## src/rtl/timer_sched_pkg.sv

```systemverilog
// timer_sched_pkg -- shared definitions for the timer scheduler.
//   state_t        : scheduler FSM states (IDLE, RUN, DONE)
//   NREQ           : number of requesters (only 2 supported)
//   PRESCALE_W     : width of the optional tick prescaler
//   PRESCALE_TERM  : prescaler value that produces a counter tick
package timer_sched_pkg;

  localparam int NREQ = 2;

  localparam int PRESCALE_W = 4;
  localparam logic [PRESCALE_W-1:0] PRESCALE_TERM = 4'd15;

  typedef enum logic [1:0] {
    ST_IDLE = 2'd0,
    ST_RUN  = 2'd1,
    ST_DONE = 2'd2
  } state_t;

endpackage

```

## src/rtl/sched_cnt.sv

```systemverilog
// sched_cnt -- W-bit shared interval counter.
// Ports:
//   clk, rst_n : clock, asynchronous active-low reset
//   clr        : synchronous clear (priority over en)
//   en         : increment by one this cycle
//   tc         : terminal count to compare against
//   cnt        : current count
//   at_tc      : cnt equals tc
module sched_cnt #(
  parameter int W = 8
) (
  input  logic         clk,
  input  logic         rst_n,
  input  logic         clr,
  input  logic         en,
  input  logic [W-1:0] tc,
  output logic [W-1:0] cnt,
  output logic         at_tc
);

  assign at_tc = (cnt == tc);

  // The owner never enables the counter while at_tc is high, so it
  // cannot wrap even when tc is all-ones.
  always_ff @(posedge clk or negedge rst_n) begin
    if (!rst_n) begin
      cnt <= '0;
    end else if (clr) begin
      cnt <= '0;
    end else if (en) begin
      cnt <= cnt + 1'b1;
    end
  end

endmodule

```

## src/rtl/timer_sched.sv

```systemverilog
// timer_sched -- two-requester round-robin scheduler for one shared
// interval timer.
// Ports:
//   clk, rst_n : clock, asynchronous active-low reset
//   req[1:0]   : level request per requester, held until done/withdrawn
//   len0, len1 : interval length per requester, sampled at grant
//   gnt[1:0]   : one-hot owner of the shared counter
//   busy       : high in RUN or DONE
//   done[1:0]  : one-cycle pulse on the owner's bit at completion
//   abort      : one-cycle pulse after the owner withdrew mid-interval
//   cnt        : shared counter value
// Build option: define TIMER_SCHED_PRESCALE_EN to make the counter
// tick once every 16 clocks while running instead of every clock.
module timer_sched #(
  parameter int W    = 8,
  parameter int NREQ = timer_sched_pkg::NREQ
) (
  input  logic            clk,
  input  logic            rst_n,
  input  logic [NREQ-1:0] req,
  input  logic [W-1:0]    len0,
  input  logic [W-1:0]    len1,
  output logic [NREQ-1:0] gnt,
  output logic            busy,
  output logic [NREQ-1:0] done,
  output logic            abort,
  output logic [W-1:0]    cnt
);

  import timer_sched_pkg::*;

  state_t          state;
  state_t          state_nxt;
  logic [NREQ-1:0] gnt_nxt;
  logic [W-1:0]    tc;
  logic [W-1:0]    tc_nxt;
  logic            rr;
  logic            rr_nxt;
  logic            abort_nxt;
  logic            owner;
  logic            owner_req;
  logic            win;
  logic            tick;
  logic            at_tc;
  logic            cnt_clr;
  logic            cnt_en;

  // Only two requesters exist, so the owner index is simply gnt[1].
  assign owner     = gnt[1];
  assign owner_req = |(req & gnt);

  // The pointer only breaks ties; a lone requester always wins.
  assign win = (req == 2'b11) ? rr : req[1];

`ifdef TIMER_SCHED_PRESCALE_EN
  logic [PRESCALE_W-1:0] pre;

  // Prescaler is held at zero outside RUN, so every interval starts
  // with a full 16-clock tick period.
  always_ff @(posedge clk or negedge rst_n) begin
    if (!rst_n) begin
      pre <= '0;
    end else if (state == ST_RUN) begin
      pre <= pre + 1'b1;
    end else begin
      pre <= '0;
    end
  end

  assign tick = (pre == PRESCALE_TERM);
`else
  assign tick = 1'b1;
`endif

  sched_cnt #(.W(W)) u_cnt (
    .clk   (clk),
    .rst_n (rst_n),
    .clr   (cnt_clr),
    .en    (cnt_en),
    .tc    (tc),
    .cnt   (cnt),
    .at_tc (at_tc)
  );

  always_ff @(posedge clk or negedge rst_n) begin
    if (!rst_n) begin
      state <= ST_IDLE;
      gnt   <= '0;
      tc    <= '0;
      rr    <= 1'b0;
      abort <= 1'b0;
    end else begin
      state <= state_nxt;
      gnt   <= gnt_nxt;
      tc    <= tc_nxt;
      rr    <= rr_nxt;
      abort <= abort_nxt;
    end
  end

  // Withdrawal of the owner's request takes precedence over the
  // terminal tick, so a dropped request never produces a done pulse.
  always_comb begin
    state_nxt = state;
    gnt_nxt   = gnt;
    tc_nxt    = tc;
    rr_nxt    = rr;
    abort_nxt = 1'b0;
    cnt_clr   = 1'b0;
    cnt_en    = 1'b0;
    case (state)
      ST_IDLE: begin
        cnt_clr = 1'b1;
        if (|req) begin
          state_nxt = ST_RUN;
          gnt_nxt   = {win, ~win};
          tc_nxt    = win ? len1 : len0;
        end
      end
      ST_RUN: begin
        if (!owner_req) begin
          state_nxt = ST_IDLE;
          gnt_nxt   = '0;
          rr_nxt    = ~owner;
          abort_nxt = 1'b1;
          cnt_clr   = 1'b1;
        end else if (tick) begin
          if (at_tc) begin
            state_nxt = ST_DONE;
          end else begin
            cnt_en = 1'b1;
          end
        end
      end
      ST_DONE: begin
        state_nxt = ST_IDLE;
        gnt_nxt   = '0;
        rr_nxt    = ~owner;
        cnt_clr   = 1'b1;
      end
      default: begin
        state_nxt = ST_IDLE;
        gnt_nxt   = '0;
        cnt_clr   = 1'b1;
      end
    endcase
  end

  assign busy = (state != ST_IDLE);
  assign done = (state == ST_DONE) ? gnt : '0;

endmodule

```

## config.mk

```make
export PLATFORM = sky130hd
export DESIGN_NAME = timer_sched
export DESIGN_NICKNAME = d
export VERILOG_FILES = /design/src/rtl/timer_sched_pkg.sv /design/src/rtl/sched_cnt.sv /design/src/rtl/timer_sched.sv
export SDC_FILE = /design/constraint.sdc
export NUM_CORES = 1
export LEC_CHECK = 0
export ABC_AREA = 1
export CORE_MARGIN = 1.5
export CORE_UTILIZATION = 43
export CTS_CLUSTER_SIZE = 16
export DETAILED_ROUTE_END_ITERATION = 10
export PLACE_DENSITY_LB_ADDON = 0.2
export SKIP_LAST_GASP = 1
export SLEW_MARGIN = 40
export SYNTH_ARGS = -nofsm -noshare
export SYNTH_HDL_FRONTEND = slang
export SYNTH_HIERARCHICAL = 1
export SYNTH_SLANG_ARGS = --single-unit
```

## constraint.sdc

```tcl
create_clock -name clk -period 1.7 [get_ports clk]
set_clock_uncertainty 0.15 [all_clocks]
set_input_delay 0.17 -clock clk [delete_from_list [all_inputs] [get_ports clk]]
set_output_delay 0.17 -clock clk [all_outputs]
set_load 0.01 [all_outputs]
```

==> flow_metrics.py, run 1 <==
metrics = {
    "routing": {
        "postRouteAntennaNets": 0,
        "drtPass1Iterations": 4,
        "vias_per_cell": 4.79,
        "drc": 0,
        "drt_wl_total_mm": 2.76,
        "vias": 1230,
        "first_iter_violations": 50,
        "post_drt_wl_per_cell_um": 10.7,
    },
    "worst_setup_path": {
        "path_delay_family": "simple AND/OR/NAND/NOR gates",
        "rr_worst_depth": 11,
        "timing.rr.end": "u_cnt/cnt[5]",
        "worstPathBufferInverterCount": 1,
        "crit_chain": "xor2_1 > nor2_1 > nand2_1 > nor2_4 > nor2_4 > nor2_4 > nor2_4 > nand3b_1 > nand2_1 > nand2_1 > inv_1",
        "cp.arrival_ps": 1750,
        "critPathMaxStageDelay_ps": 420,
        "r2r-start": "u_cnt/cnt[5]",
        "setup.worst_path.end": "u_cnt/cnt[5]",
        "worstSetupEndpointType": "flip-flop",
        "cpMostUsedCell": "nor2_4",
        "cp.required_ps": 1750,
        "crit_type": "flip-flop to flip-flop",
        "cp.depth": 11,
        "r2r_setup_slack_ps": -3,
        "crit_path_top_delay_cell": "dfrtp_1",
        "cp-start-kind": "flip-flop",
        "critPathLaunch": "u_cnt/cnt[5]",
        "crit_fanout": 4,
    },
    "cells_and_area": {
        "syn_to_final_growth_pct": 42.0,
        "fin_cells": 257,
        "layout-drive-gt1-share_pct": 19.5,
        "antenna_cells": 0,
        "nNetsFinal": 249,
        "fillCellCount": 245,
    },
    "clocking": {
        "cts_tree": "yes",
        "clock-sinks": 22,
        "clock_path_buffers": 2,
        "clk_pin_slew_worst_paths_ps": 110,
        "clk_latency_ps": 300,
        "htree_levels": 1,
        "cts_buffers": 3,
        "root_buffer": "clkbuf_4",
    },
    "power": {
        "p_leak_nw": 1.05,
        "power_density_mw_per_mm2": 1080,
        "power_mw": 2.03,
        "vdd_ir_drop_max_v": 0.000725,
    },
    "synth": {
        "yosysSeqAreaShare_pct": 41.8,
        "synth_seq_cells": 22,
        "syn_area_per_cell_sq_um": 7.66,
        "yosys_warnings": 6,
        "synth_nets": 193,
        "syn_area_sq_mm": 0.00132,
        "synthDistinctLibCells": 25,
        "synthCells": 172,
    },
    "floorplanning": {
        "ios": 34,
        "num_rows": 19,
        "start_util_pct": 46.6,
        "die_h_um": 58.4,
        "core-area_sq_mm": 0.00283,
        "die_w_um": 58.4,
        "dieArea_sq_mm": 0.00341,
    },
    "sta": {
        "maxSlewViolCount": 0,
        "setup_slack_ps": -2.81,
        "tightest_slew_ps": 281,
        "fmax_mhz": 587,
        "max-slew-margin-rel_pct": 81.2,
        "final.period_utilization_pct": 100,
        "period_needed_ps": 1700,
        "setup_violations": 1,
        "rsz0062_at_grt": "true",
        "finalHoldViolCount": 0,
    },
    "min_path": {
        "hp-class": "primary input to asynchronous set/reset pin",
    },
    "global_route": {
        "first_global_vias": 1123,
        "grt.total_usage_pct": 17.9,
        "grt_overflow": 0,
        "grt_pass1_wl_mm": 4.69,
        "grt_max_degree": 23,
        "antenna_found_initial": 0,
    },
    "run_status": {
        "violations": "setup timing",
        "status": "finished, violations left",
    },
    "place": {
        "detailed_place_hpwl_mm": 2.23,
        "portBuffers": 33,
        "gp_congestion": 0.758,
        "placed_cells": 249,
    },
    "run": {
        "drv_cap": 0,
    },
}
==> what timing repair did <==
item | CTS | global route
setup endpoints to repair | 10 | 11
gates resized for setup | 7 | 6
setup buffers | 3 | 2
hold buffers | 0 | 0
pin swaps | 1 | 2
==> through the flow <==
| stage | util (%) | area (sq um) | setup TNS, ps | worst slack, ps | hold WS [ps] |
|---|---|---|---|---|---|
| 3_5_place_dp | 63.6 | 1800 | -156 | -62.1 | 336 |
| 4_1_cts | 64.9 | 1840 | 0 | 6.38 | 55.2 |
| 5_1_grt | 66.1 | 1870 | -469 | -122 | 79.9 |
| 6_report | 66.1 | 1870 | -2.81 | -2.81 | 51.9 |
| 2_1_floorplan | - | 1340 | -138 | -50.6 | -276 |
| 3_3_place_gp | 63.6 | 1800 | -7.17 | -6.99 | 336 |
==> worst min-delay path by stage <==
stage | startpoint | endpoint | slack, ps | cells past startpoint
after detailed placement | tc[7] | tc[7] | 340 | 2
after floorplan | rst_n | abort | -280 | 0
after global placement | tc[1] | tc[1] | 340 | 2
final | rst_n | u_cnt/cnt[0] | 50 | 2
after CTS | rst_n | u_cnt/cnt[0] | 60 | 2
after global routing | rst_n | u_cnt/cnt[0] | 80 | 2
==> cell families (layout without fill, tap and decap cells) <==
| family | count (synthesis) | in the layout | share of synthesized area [%] |
|---|---|---|---|
| fa+ha+maj | 1 | 1 | 0.950 |
| simple gates | 107 | 107 | 40.2 |
| buf+inv | 26 | 80 | 7.98 |
| xor+xnor | 9 | 9 | 5.98 |
| flops | 22 | 22 | 41.8 |
| compound gates | 7 | 7 | 3.13 |
==> power by group <==
group / internal (mW) / switching, mW
Combinational: 0.444 / 0.553
Clock: 0.0825 / 0.143
Sequential: 0.688 / 0.119
Total: 1.21 / 0.814
==> registers in the layout (all words and copies together), names as in the netlist <==
signal	flops
u_cnt/cnt	8
state	2
tc	8
rr	1
abort	1
gnt	2
==> cells in the final DEF (no fill, tap or decap), types with 2 or more instances in the layout <==
cell type        instances
nor2_2                   3
xor2_1                   8
nand3_1                 15
clkbuf_4                 3
clkdlybuf4s50_1         23
nand2_1                 53
dlymetal6s2s_1           3
nand3b_1                 9
inv_1                   21
inv_2                    2
nand3_2                  2
nand4_1                  2
nand2_2                  3
nor2_4                   5
dlygate4sd2_1            7
buf_4                   20
nor2_1                  13
dfrtp_1                 22
a21oi_2                  2
==> routing by layer <==
layer  part of all wire [%]  routed length (um)  up-vias  track usage, %
met4                    2.4                  65        0            9.97
met3                    4.2                 115        6            1.32
met1                     45                1250      547            22.9
met5                      0                   0        -               0
met2                     48                1330       33            30.2
li1                       -                   -      644               -
==> Yosys cell counts (all sizes together) <==
library cell / n / share of area, %
a211oi: 1 / 0.57
a21oi: 3 / 1.1
buf: 1 / 0.57
clkbuf: 1 / 0.38
dfrtp: 22 / 42
ha: 1 / 0.95
inv: 24 / 7.0
nand2: 56 / 17
nand3: 17 / 7.2
nand3b: 9 / 5.1
nand4: 2 / 0.95
nor2: 22 / 10
nor3: 1 / 0.38
o21ai: 3 / 1.4
xnor2: 1 / 0.66
xor2: 8 / 5.3
==> worst reg2reg max path, delay by kind of cell, from the launching register on <==
kind	cells	cell delay (ps)
buf+inv	1	50
xor+xnor	1	170
simple gates	9	830
flops	1	420
==> layout make-up <==
| cell class | instances | area (sq um) | share of cell area (%) |
|---|---|---|---|
| inverter | 24 | 92.6 | 4.95 |
| timing repair buffer | 53 | 479 | 25.6 |
| tap | 31 | 38.8 | 2.07 |
| multi-input combinational | 124 | 687 | 36.7 |
| sequential | 22 | 551 | 29.4 |
| clock buffer | 3 | 22.5 | 1.20 |
Note: power is estimated with default switching activity, not from simulation.
==> inputs of run 2 (changes only) <==
- CORE_UTILIZATION: 43 -> 40
- CTS_BUF_LIST: unset -> sky130_fd_sc_hd__clkbuf_16
- clock period: 1.7 -> 1.4 ns (I/O delays scaled with it)
==> flow_metrics.py, run 2 (synthesized netlist as in run 1, its figures left out) <==
metrics = {
    "power": {
        "p_leak_nw": 1.17,
        "vdd_ir_drop_max_v": 0.00105,
        "power_density_mw_per_mm2": 1640,
    },
    "global_route": {
        "grt.total_usage_pct": 20.9,
        "grt_max_degree": 23,
        "grt_pass1_wl_mm": 5.54,
        "antenna_found_initial": 0,
        "first_global_vias": 1282,
        "grt_overflow": 0,
    },
    "worst_setup_path": {
        "crit_type": "flip-flop to flip-flop",
        "crit_chain": "xor2_1 > nor2_1 > nand2_1 > nor2_4 > nor2_4 > nor2_4 > nor2_4 > a21oi_1 > nand2_1 > inv_1",
        "path_delay_family": "simple AND/OR/NAND/NOR gates",
        "crit_fanout": 4,
        "worstPathBufferInverterCount": 1,
        "crit_path_top_delay_cell": "dfrtp_1",
        "critPathMaxStageDelay_ps": 410,
        "r2r_setup_slack_ps": -340,
        "cpMostUsedCell": "nor2_4",
        "cp.arrival_ps": 1790,
        "cp.required_ps": 1450,
        "worstSetupEndpointType": "flip-flop",
        "cp-start-kind": "flip-flop",
    },
    "clocking": {
        "htree_levels": 1,
        "clock_path_buffers": 2,
        "cts_buffers": 3,
        "clk_latency_ps": 260,
        "clk_pin_slew_worst_paths_ps": 60,
        "clock-sinks": 22,
        "root_buffer": "clkbuf_16",
        "cts_tree": "yes",
        "ctsHoldBuffers": 0,
    },
    "floorplanning": {
        "dieArea_sq_mm": 0.00365,
        "num_rows": 20,
        "ios": 34,
        "core-area_sq_mm": 0.00310,
        "start_util_pct": 42.5,
        "die_h_um": 60.4,
        "die_w_um": 60.4,
    },
    "sta": {
        "maxSlewViolCount": 0,
        "finalHoldViolCount": 0,
        "tightest_slew_ps": 291,
        "final.period_utilization_pct": 124,
        "fin_tns_setup_ps": -2970,
        "setup_violations": 17,
        "period_needed_ps": 1740,
        "rsz0062_at_grt": "true",
        "fmax_mhz": 576,
        "setup_slack_ps": -338,
        "max-slew-margin-rel_pct": 80.6,
    },
    "routing": {
        "vias": 1337,
        "drt_wl_total_mm": 3.44,
        "post_drt_wl_per_cell_um": 11.8,
        "postRouteAntennaNets": 0,
        "first_iter_violations": 110,
        "drtPass1Iterations": 4,
        "vias_per_cell": 4.59,
        "drc": 0,
    },
    "min_path": {
        "hp-class": "primary input to asynchronous set/reset pin",
    },
    "cells_and_area": {
        "post-route-util_pct": 70.9,
        "seq_area_sq_um": 551,
        "layout_common_cells": "nand2_1 (48), buf_4 (33), dfrtp_1 (22), inv_1 (21), clkdlybuf4s50_1 (19)",
        "finalInstanceArea_sq_mm": 0.00220,
        "syn_to_final_growth_pct": 67.0,
        "multi_input_area_sq_um": 743,
        "fillCellCount": 269,
        "layout-drive-gt1-share_pct": 32.8,
        "antenna_cells": 0,
        "layout_commonest_cell": "nand2_1",
        "reg_top3": "tc x8, u_cnt/cnt x8",
        "nNetsFinal": 269,
    },
    "run_status": {
        "violations": "setup timing",
        "status": "finished, violations left",
    },
    "place": {
        "detailed_place_hpwl_mm": 2.39,
        "place_area_sq_mm": 0.00196,
        "gp_congestion": 0.857,
        "portBuffers": 33,
    },
    "run": {
        "drv_cap": 0,
    },
}
-- run 2: cell count changes in the layout (fill, tap and decap cells not counted), sizes merged --
cell,change
clkbuf,+2
bufinv,+1
dlygate4sd2,-4
inv,+1
dlymetal6s2s,-2
clkdlybuf4s15,+7
buf,+20
clkdlybuf4s50,-4
-- run 2: layout make-up --
type / count / area share, %
clock inverters: 1 / 1.37
multi-input cells: 124 / 33.8
repair inverters: 1 / 0.171
repair buffers: 72 / 29.4
well taps: 44 / 2.50
clock buffers: 3 / 3.41
flip-flops and latches: 22 / 25.0
inverters: 24 / 4.32
-- run 2: worst register-to-register path, delay by kind of cell (launching register included) --
| kind | cells | cell delay [ps] |
|---|---|---|
| compound gates | 1 | 130 |
| flops | 1 | 410 |
| xor+xnor | 1 | 180 |
| simple gates | 7 | 770 |
| buf+inv | 1 | 50 |
-- run 2: routing by layer --
| metal | up-vias | part of all wire, % | global-route usage, % |
|---|---|---|---|
| li1 | 685 | - | - |
| met1 | 615 | 45 | 27.4 |
| met2 | 35 | 51 | 36.3 |
| met3 | 2 | 2.9 | 1.92 |
| met4 | 0 | 0.52 | 6.67 |
| met5 | - | 0 | 0 |
-- run 2: through the flow --
step | instances | hold slack, ps | power (mW) | setup slack (ps)
after global placement | 279 | 346 | 2.54 | -275
after detailed placement | 279 | 356 | 2.57 | -312
after floorplan | 172 | -306 | 1.76 | -350
after CTS | 289 | 97.1 | 3.57 | -322
final | 291 | 87.1 | 3.62 | -338
after global routing | 291 | 136 | 3.86 | -426
-- run 2: report_power, final --
group | internal [mW] | switching [mW] | leakage [nW]
Sequential | 0.838 | 0.135 | 0.284
Clock | 0.568 | 0.239 | 0.0511
Combinational | 0.943 | 0.892 | 0.831
-- run 2: worst paths after layout --
path	start	depth (start not counted)	endpoint
max in group asynchronous	rst_n	2	tc[0]
max reg2reg	u_cnt/cnt[2]	10	u_cnt/cnt[5]
min reg2reg	rr	2	rr
min in group clk	rr	2	rr
max	u_cnt/cnt[2]	10	u_cnt/cnt[5]
min	rst_n	2	u_cnt/cnt[5]
-- run 2: timing repair --
action                                  in CTS  in global routing
resized for setup                           35                 20
cloned                                       1                  0
setup buffers                                5                  2
pin swaps                                   15                  9
endpoints found under the setup margin      31                 31
